--- src/rtl/fib_ctrl_pkg.sv ---
// Shared encodings for the Fibonacci/Lucas sequence controller: datapath opcodes,
// controller states and mode-bit positions.
package fib_ctrl_pkg;

    localparam int OPC_NOP   = 0;
    localparam int OPC_SET1  = 1;
    localparam int OPC_SET2  = 2;
    localparam int OPC_DEC   = 3;
    localparam int OPC_LDCNT = 4;
    localparam int OPC_CHK   = 5;
    localparam int OPC_ADD   = 6;
    localparam int OPC_COPY  = 7;

    localparam int MODE_LUCAS = 0;
    localparam int MODE_CONT  = 1;

    typedef enum logic [3:0] {
        S_IDLE  = 4'd0,
        S_LDCNT = 4'd1,
        S_SEED1 = 4'd2,
        S_SEED2 = 4'd3,
        S_CHECK = 4'd4,
        S_COPY  = 4'd5,
        S_ADD   = 4'd6,
        S_MOVE  = 4'd7,
        S_DEC   = 4'd8,
        S_TEST  = 4'd9,
        S_DONE  = 4'd10,
        S_ERR   = 4'd11
    } state_e;

endpackage

--- src/rtl/fib_seq_ctrl_if.sv ---
// Controller <-> datapath/host bundle; master is the controller side.
interface fib_seq_ctrl_if #(
    parameter int OPC_W  = 3,
    parameter int RA_W   = 2,
    parameter int ITER_W = 16
);
    logic              start;
    logic              abort;
    logic [1:0]        mode;
    logic              zero_flag;
    logic [OPC_W-1:0]  opcode;
    logic [RA_W-1:0]   op1;
    logic [RA_W-1:0]   op2;
    logic              busy;
    logic              done;
    logic              term_valid;
    logic              err;
    logic [ITER_W-1:0] iter_cnt;

    modport master (
        input  start, abort, mode, zero_flag,
        output opcode, op1, op2, busy, done, term_valid, err, iter_cnt
    );

    modport slave (
        output start, abort, mode, zero_flag,
        input  opcode, op1, op2, busy, done, term_valid, err, iter_cnt
    );
endinterface

--- src/rtl/fib_iter_wdog.sv ---
// Saturating term counter with a watchdog compare against MAX_ITER.
module fib_iter_wdog #(
    parameter int          ITER_W   = 16,
    parameter int unsigned MAX_ITER = 32'h0000_FFFF
) (
    input  logic              clk,
    input  logic              rst,
    input  logic              clr_i,
    input  logic              inc_i,
    output logic [ITER_W-1:0] cnt_o,
    output logic              hit_o
);
    logic [ITER_W-1:0] cnt_q;
    logic [ITER_W-1:0] cnt_d;

    always_comb begin
        cnt_d = cnt_q;
        if (clr_i) begin
            cnt_d = '0;
        end else if (inc_i && (cnt_q != '1)) begin
            cnt_d = cnt_q + 1'b1;
        end
    end

    always_ff @(posedge clk or posedge rst) begin
        if (rst) begin
            cnt_q <= '0;
        end else begin
            cnt_q <= cnt_d;
        end
    end

    assign cnt_o = cnt_q;
    assign hit_o = (cnt_q == ITER_W'(MAX_ITER));
endmodule

--- src/rtl/fib_seq_ctrl.sv ---
// Moore controller sequencing the Fibonacci/Lucas register-file + ALU datapath,
// one sequence per start (or back-to-back in continuous mode).
module fib_seq_ctrl
    import fib_ctrl_pkg::*;
#(
    parameter int          OPC_W    = 3,
    parameter int          RA_W     = 2,
    parameter int          R_NUM1   = 1,
    parameter int          R_NUM2   = 2,
    parameter int          R_TMP    = 3,
    parameter int          ITER_W   = 16,
    parameter int unsigned MAX_ITER = 32'h0000_FFFF
) (
    input  logic           clk,
    input  logic           rst,
    fib_seq_ctrl_if.master bus
);
    state_e     state_q, state_d;
    logic [1:0] mode_q, mode_d;
    logic       err_q, err_d;
    logic       cnt_clr, cnt_inc, cnt_hit;

    fib_iter_wdog #(
        .ITER_W   (ITER_W),
        .MAX_ITER (MAX_ITER)
    ) u_wdog (
        .clk   (clk),
        .rst   (rst),
        .clr_i (cnt_clr),
        .inc_i (cnt_inc),
        .cnt_o (bus.iter_cnt),
        .hit_o (cnt_hit)
    );

    always_comb begin
        state_d = state_q;
        mode_d  = mode_q;
        err_d   = err_q;
        cnt_clr = 1'b0;
        cnt_inc = 1'b0;
        case (state_q)
            S_IDLE: begin
                if (bus.start) mode_d = bus.mode;
                if (bus.start && !bus.abort) begin
                    state_d = S_LDCNT;
                    cnt_clr = 1'b1;
                    err_d   = 1'b0;
                end
            end
            S_LDCNT: state_d = S_SEED1;
            S_SEED1: state_d = S_SEED2;
            S_SEED2: state_d = S_CHECK;
            S_CHECK: state_d = bus.zero_flag ? S_DONE : S_COPY;
            S_COPY:  state_d = S_ADD;
            S_ADD:   state_d = S_MOVE;
            S_MOVE: begin
                state_d = S_DEC;
                cnt_inc = 1'b1;
            end
            S_DEC:   state_d = S_TEST;
            S_TEST: begin
                if (bus.zero_flag) begin
                    state_d = S_DONE;
                end else if (cnt_hit) begin
                    state_d = S_ERR;
                    err_d   = 1'b1;
                end else begin
                    state_d = S_COPY;
                end
            end
            S_DONE: begin
                // Continuous mode restarts a fresh sequence, so the term count restarts too.
                if (mode_q[MODE_CONT]) begin
                    state_d = S_LDCNT;
                    cnt_clr = 1'b1;
                end else begin
                    state_d = S_IDLE;
                end
            end
            S_ERR:   state_d = S_IDLE;
            default: state_d = S_IDLE;
        endcase

        // Abort overrides every busy-state decision, including zero_flag and the watchdog.
        if ((state_q != S_IDLE) && bus.abort) begin
            state_d = S_IDLE;
            cnt_clr = 1'b0;
            cnt_inc = 1'b0;
            err_d   = err_q;
        end
    end

    always_ff @(posedge clk or posedge rst) begin
        if (rst) begin
            state_q <= S_IDLE;
            mode_q  <= 2'b00;
            err_q   <= 1'b0;
        end else begin
            state_q <= state_d;
            mode_q  <= mode_d;
            err_q   <= err_d;
        end
    end

    always_comb begin
        bus.opcode     = OPC_W'(OPC_NOP);
        bus.op1        = '0;
        bus.op2        = '0;
        bus.term_valid = 1'b0;
        bus.done       = 1'b0;
        case (state_q)
            S_LDCNT: bus.opcode = OPC_W'(OPC_LDCNT);
            S_SEED1: begin
                bus.opcode = OPC_W'(OPC_SET1);
                bus.op1    = RA_W'(R_NUM2);
            end
            S_SEED2: begin
                bus.opcode = mode_q[MODE_LUCAS] ? OPC_W'(OPC_SET2) : OPC_W'(OPC_SET1);
                bus.op1    = RA_W'(R_NUM1);
            end
            S_CHECK, S_TEST: bus.opcode = OPC_W'(OPC_CHK);
            S_COPY: begin
                bus.opcode = OPC_W'(OPC_COPY);
                bus.op1    = RA_W'(R_TMP);
                bus.op2    = RA_W'(R_NUM1);
            end
            S_ADD: begin
                bus.opcode = OPC_W'(OPC_ADD);
                bus.op1    = RA_W'(R_NUM1);
                bus.op2    = RA_W'(R_NUM2);
            end
            S_MOVE: begin
                bus.opcode     = OPC_W'(OPC_COPY);
                bus.op1        = RA_W'(R_NUM2);
                bus.op2        = RA_W'(R_TMP);
                bus.term_valid = 1'b1;
            end
            S_DEC:  bus.opcode = OPC_W'(OPC_DEC);
            S_DONE: bus.done   = 1'b1;
            default: ;
        endcase
    end

    assign bus.busy = (state_q != S_IDLE);
    assign bus.err  = err_q;
endmodule
--- src/flat_wrapper.sv ---
// flat-port wrapper written by rule: the top's interface ports become plain ports
module fib_seq_ctrl_flat import fib_ctrl_pkg::*;
#(
    parameter int          OPC_W    = 3,
    parameter int          RA_W     = 2,
    parameter int          R_NUM1   = 1,
    parameter int          R_NUM2   = 2,
    parameter int          R_TMP    = 3,
    parameter int          ITER_W   = 16,
    parameter int unsigned MAX_ITER = 32'h0000_FFFF
)
  (clk, rst, bus_start, bus_abort, bus_mode, bus_zero_flag, bus_opcode, bus_op1, bus_op2, bus_busy, bus_done, bus_term_valid, bus_err, bus_iter_cnt);
  fib_seq_ctrl_if #(.OPC_W(OPC_W), .RA_W(RA_W), .ITER_W(ITER_W)) bus_i ();
  input  logic clk;
  input  logic rst;
  input wire logic [$bits(bus_i.start)-1:0] bus_start;
  input wire logic [$bits(bus_i.abort)-1:0] bus_abort;
  input wire logic [$bits(bus_i.mode)-1:0] bus_mode;
  input wire logic [$bits(bus_i.zero_flag)-1:0] bus_zero_flag;
  output wire logic [$bits(bus_i.opcode)-1:0] bus_opcode;
  output wire logic [$bits(bus_i.op1)-1:0] bus_op1;
  output wire logic [$bits(bus_i.op2)-1:0] bus_op2;
  output wire logic [$bits(bus_i.busy)-1:0] bus_busy;
  output wire logic [$bits(bus_i.done)-1:0] bus_done;
  output wire logic [$bits(bus_i.term_valid)-1:0] bus_term_valid;
  output wire logic [$bits(bus_i.err)-1:0] bus_err;
  output wire logic [$bits(bus_i.iter_cnt)-1:0] bus_iter_cnt;
  assign bus_i.start = bus_start;
  assign bus_i.abort = bus_abort;
  assign bus_i.mode = bus_mode;
  assign bus_i.zero_flag = bus_zero_flag;
  assign bus_opcode = bus_i.opcode;
  assign bus_op1 = bus_i.op1;
  assign bus_op2 = bus_i.op2;
  assign bus_busy = bus_i.busy;
  assign bus_done = bus_i.done;
  assign bus_term_valid = bus_i.term_valid;
  assign bus_err = bus_i.err;
  assign bus_iter_cnt = bus_i.iter_cnt;
  fib_seq_ctrl #(.OPC_W(OPC_W), .RA_W(RA_W), .R_NUM1(R_NUM1), .R_NUM2(R_NUM2), .R_TMP(R_TMP), .ITER_W(ITER_W), .MAX_ITER(MAX_ITER)) u_core (.clk(clk), .rst(rst), .bus(bus_i));
endmodule
--- config.mk ---
export PLATFORM = sky130hd
export DESIGN_NAME = fib_seq_ctrl_flat
export DESIGN_NICKNAME = d
export VERILOG_FILES = /design/src/rtl/fib_ctrl_pkg.sv /design/src/rtl/fib_seq_ctrl_if.sv /design/src/rtl/fib_iter_wdog.sv /design/src/rtl/fib_seq_ctrl.sv /design/src/flat_wrapper.sv
export SDC_FILE = /design/constraint.sdc
export NUM_CORES = 1
export LEC_CHECK = 0
export ABC_AREA = 1
export CAP_MARGIN = 20
export CORE_ASPECT_RATIO = 2
export CORE_MARGIN = 8
export CORE_UTILIZATION = 52
export CTS_CLUSTER_DIAMETER = 40
export DETAILED_ROUTE_END_ITERATION = 8
export PLACE_DENSITY_LB_ADDON = 0.25
export SYNTH_ARGS = -nofsm -noshare
export SYNTH_HDL_FRONTEND = slang
export SYNTH_SLANG_ARGS = --single-unit
--- constraint.sdc ---
create_clock -name clk -period 1.7 [get_ports clk]
set_input_delay 0.34 -clock clk [delete_from_list [all_inputs] [get_ports clk]]
set_output_delay 0.34 -clock clk [all_outputs]
set_load 0.05 [all_outputs]
; ---- Word-level counts from Yosys, hierarchy flattened
; Cells that the tools add are included.
[op_classes]
add_sub_neg = 1
multipliers = 0
div = 0
order_cmp = 0
n_eq_ne = 16
shift = 0
n_mux = 24
bitwise = 1
reduce_logical = 14
[op_table]
columns = cell, count
row1 = 4-bit one-hot mux with 11 select lines, 1
row2 = 16-bit 2-to-1 mux, 2
row3 = 3-bit one-hot mux with 7 select lines, 1
row4 = 4-bit 2-to-1 mux, 5
row5 = 16-bit by 1-bit adder with 16-bit output (second input constant), 1
row6 = 16-bit equality test (second input constant), 1
row7 = 4-bit by 3-bit equality test with 1-bit output (second input constant), 4
row8 = 16-bit inequality test (second input constant), 1
row9 = 4-bit equality test (second input constant), 3
row10 = 2-bit one-hot mux with 3 select lines, 2
row11 = 1-bit 2-to-1 mux, 10
row12 = 4-bit by 2-bit equality test with 1-bit output (second input constant), 2
row13 = 2-bit OR reduction, 4
row14 = 5-bit AND reduction, 1
row15 = 4-bit by 1-bit equality test with 1-bit output (second input constant), 1
row16 = 4-bit logical NOT, 1
row17 = 2-bit by 1-bit inequality test with 1-bit output (second input constant), 2
row18 = 1-bit one-hot mux with 2 select lines, 2
row19 = 2-bit nonzero test, 2
row20 = 4-bit nonzero test, 1
row21 = 1-bit logical AND, 3
row22 = 3-bit by 1-bit inequality test with 1-bit output (second input constant), 1
row23 = 2-bit 2-to-1 mux, 1
row24 = 2-bit inequality test (second input constant), 1
row25 = other kinds (3), 3
[totals]
reg_bits = 23
latch_bits = 0
ramBits = 0
rom_bits = 0
input_bits = 7
word_cells = 60
mem_count = 0

; ---- Logic depth before layout (Yosys ltp)
[depth]
word_depth = 6
ltp_mapped = 10

; ---- By module
; From an unflattened synthesis, not the netlist that was laid out.
[unflattened]
hier_cells = 260
hier_area_um2 = 1746.7
[by_module_without_submodules]
columns = mod, instances, cells_per_inst, area_each_um2
row1 = fib_iter_wdog, 1, 163, 1136.1
row2 = fib_seq_ctrl, 1, 97, 610.6

; ---- Worst setup path after synthesis
; OpenSTA, ideal clock, no wires.
[synth_path]
path_kind = register to output
from = reg u_core.state_q[2]
to = out bus_opcode[0]
t_arrival_ns = 1.919
required_time_ns = 1.360
path_slack_ns = -0.559
stages_incl_launch_ff = 6
path_buffers = 0
path_cell_list = dfrtp_1 nor2_2 inv_1 o22ai_1 a21oi_1 nand2_1
[synth_between]
elab_chain_len = 3
[synth_rtl]
columns = item, line_no
row1 = "start, declared", fib_seq_ctrl.sv:18  ; state_e state_q, state_d;
row2 = "start signal, assigned", fib_seq_ctrl.sv:99  ; state_q <= state_d;
row3 = 4-bit by 3-bit equality test with 1-bit output or 4-bit equality test (tied branches), fib_seq_ctrl.sv:111  ; case (state_q)
row4 = "2-bit OR reduction, on equally long branches", --
row5 = 3-bit one-hot mux with 7 select lines (*), fib_seq_ctrl.sv:111
row6 = "end, declared", flat_wrapper.sv:20  ; output wire logic [$bits(bus_i.opcode)-1:0] bus_opcode;
; Mark *: on every way between the ends. The rest lies on a longest branch, timed or not.

; ---- Final worst setup path
[layout_path]
from = reg u_core.state_q[3]
to = out bus_opcode[0]
; Same word-level chain as after synthesis.

==> impl_metrics.yaml <==
placed_design:
  gp_congestion: 0.875
  dp_cells: 316
  dp_hpwl_microns: 3500
  port_buffers: 33
setup_path:
  cp_max_fo: 3
  r2r_end: "u_core.u_wdog.cnt_o[11]$_DFFE_PP0P_"
  path_cells: "inv_2 -> nor2_4 -> nand2_1 -> nand2_2 -> nor2_1 -> nand2_2 -> buf_12"
  r2r_slack_ns: 0.04
  r2r-start: "u_core.state_q[3]$_DFFE_PP0P_"
  cp_slowest_stage_delay_ns: 0.45
  crit_arrival_ns: 1.47
  setup.worst_path.start_class: "flop"
  end_kind: "primary output"
  cp_common_cell: "nand2_2"
  worstSetupPathType: "flop to primary output"
  critPathRequiredTime_ns: 1.36
  critPathBufInv: 2
  rr_worst_depth: 10
  cpLargestDelayFamily: "simple AND/OR/NAND/NOR gates"
  slowest_stage: "dfrtp_2"
routing:
  antenna_left: 0
  num_vias: 1827
  drtPass1Iterations: 4
  vias_per_cell: 5.55
  drt_iter0_drc: 73
  wl_microns: 4780
  wire_per_inst_microns: 14.5
  drc_errors: 0
clocking:
  cts-root-buf: "clkbuf_8"
  clk_pin_slew_ns: 0.08
  ctsHoldBuffers: 0
  htree_levels: 1
  insertion_delay_ns: 0.27
  tritoncts: "yes"
  clkSinkCount: 23
  clk_path_buf_depth: 2
  cts_buffers: 3
global_route:
  overflow: 0
  antenna_found_initial: 0
  grt_pass1_vias: 1893
  grt_use_total_pct: 17.2
  grt_start_max_net_pins: 31
  grt_pass1_wl_microns: 8340
sta:
  worst_pin_slew_ns: 0.291
  worst_slack_ns: -0.114
  finClkSkew_ns: 0.00536
  post-route-period-util_pct: 107
  timing.fmax_mhz: 551
  relSlewSlack_pct: 80.6
  rsz0062_at_grt: "yes"
  fin_crit_ns: 1.81
  setup_viol: 6
  final_hold_viol_count: 0
  drv_slew: 0
yosys:
  synth_cells: 239
  yosysWarningCount: 0
  synth_mux_area_share_pct: 0.641
  synth_top_area_cell: "dfrtp_1"
  synth_xor_area_share_pct: 2.49
  synth_compound_area_share_pct: 3.78
  synth_cell_types: 29
  ys_ff_latch: 23
  yosys.area_share.simple_pct: 49.9
  ys_seq_area_share_pct: 32.8
  synth_top_family_by_area: "simple AND/OR/NAND/NOR gates"
  synth_fa_ha_area_share_pct: 0.713
  synth_area_sq_um: 1760
  synthesis.nets: 247
  synth_area_leaders: "dfrtp_1 (33%), nand2_1 (14%), nor2_1 (7.1%), nand3_1 (5.7%), nand3_2 (5.7%)"
  syn_avg_cell_area_sq_um: 7.34
  yosys.area.top_type_share_pct: 32.8
cells_and_area:
  final_cells: 329
  nets: 306
  fillers: 197
  syn_to_final_growth_pct: 50.5
  antennaDiodeCount: 0
  drive_gt1_share_pct: 41.8
die:
  die_area_sq_um: 5600
  die_h_microns: 98.2
  rows: 30
  fp.dieW_microns: 57.1
  ios: 34
  start_util_pct: 53.1
  coreArea_sq_um: 3300
pwr:
  power.leakage_uw: 0.00129
  power_density_nw_per_um2: 1160
  finalPower_uw: 3060
  ir_drop_v: 0.00159
run_status:
  status: "complete, but fails checks"
  failed_checks: "setup timing"
min_path:
  min_path_type: "primary input to async pin"
job:
  drv_cap: 0
[cell type report]
cell class / instances / area [sq um] / share of cell area, %
Inverter: 29 / 119 / 4.50
Timing Repair Buffer: 59 / 711 / 26.9
Sequential cell: 23 / 592 / 22.4
Tap cell: 32 / 40.0 / 1.52
Clock buffer: 4 / 45.0 / 1.71
Multi-Input combinational cell: 182 / 1130 / 43.0
[sequential cells by signal, indices dropped and copies added (netlist names)]
register             flops
u_core.mode_q            2
u_core.state_q           4
u_core.bus.err           1
u_core.u_wdog.cnt_o     16
[metal layers]
layer | track usage [%] | vias up | share of wire [%]
met5 | 0 | - | 0
met4 | 5.82 | 0 | 1.4
met3 | 3.51 | 10 | 4.5
met2 | 29.5 | 53 | 55
met1 | 20.2 | 878 | 39
li1 | - | 886 | -
[how the worst max path moves through the flow]
stage,endpoint,cells after the start,startpoint
4_1_cts,bus_opcode[0],7,u_core.state_q[3]$_DFFE_PP0P_
2_1_floorplan,bus_opcode[0],5,u_core.state_q[0]$_DFFE_PP0P_
5_1_grt,bus_opcode[0],7,u_core.state_q[3]$_DFFE_PP0P_
3_5_place_dp,u_core.u_wdog.cnt_o[7]$_DFFE_PP0P_,9,bus_start
6_report,bus_opcode[0],7,u_core.state_q[3]$_DFFE_PP0P_
3_3_place_gp,u_core.u_wdog.cnt_o[10]$_DFFE_PP0P_,9,bus_start
[where the power goes]
part	switching, uW	total, uW	internal (uW)
registers	89.8	714	625
clock network	180	348	168
logic	1140	2000	854
[cells in the final DEF, fill, tap and decap left out, types with 10 or more instances in the layout]
| master | n |
|---|---|
| nand3_2 | 13 |
| nand3_1 | 17 |
| nor2_1 | 28 |
| buf_12 | 19 |
| inv_1 | 20 |
| dfrtp_2 | 13 |
| nand4_1 | 15 |
| dfrtp_1 | 10 |
| buf_4 | 30 |
| nand2_1 | 62 |
[what timing repair did]
action,CTS,global route
gates resized for setup,21,16
buffers inserted,9,0
setup endpoints to repair,6,23
pin swaps,9,10
[logic make-up (layout without fill, tap and decap cells)]
kind of cell / after synthesis / after routing
AO/OA/AOI/OAI: 12 / 12
XOR/XNOR: 5 / 5
adder cells (fa/ha/maj): 1 / 1
buffers and inverters: 34 / 92
flip-flops: 23 / 23
multiplexers: 1 / 1
AND/OR/NAND/NOR: 163 / 163
[worst reg2reg max path, cell delays in order, from the launching register on]
cell and delay (ns):
dfrtp_2 0.45, buf_6 0.13, nor2_4 0.12, inv_4 0.08
buf_12 0.13, nor2_8 0.12, nand2_4 0.08, nor2_8 0.18
buf_12 0.15, nand4_1 0.07, nand2_1 0.07
[cells in the mapped netlist]
master     n
ha_1       1
a21boi_0   1
o21ai_0    5
nand2_1   65
dfrtp_1   23
nand2_4    5
nor2_2     2
o22ai_1    1
xnor2_1    1
inv_2      2
inv_8      1
and2_0     1
nand3_2   10
a21oi_1    4
nand4_1   15
nand3b_1   2
inv_1     26
nor2_1    33
xor2_1     4
nor2_8     3
or2_2      1
nand2_2    2
buf_4      3
nor2_4     4
o21bai_1   1
nand3_1   20
mux2_2     1
buf_12     1
buf_6      1
[through the flow]
stage / worst slack (ns) / hold WS, ns / TNS [ns] / cell area [sq um] / utilization, %
final: -0.114 / 0.405 / -0.397 / 2640 / 80.0
after CTS: -0.102 / 0.420 / -0.341 / 2580 / 78.1
after global routing: -0.174 / 0.443 / -1.29 / 2640 / 80.0
after global placement: 0.0143 / 0.484 / 0 / 2400 / 72.7
after detailed placement: -0.0247 / 0.473 / -0.170 / 2400 / 72.7
after floorplan: -0.153 / 0.341 / -0.285 / 1800 / -
(Power assumes the default switching activity.)
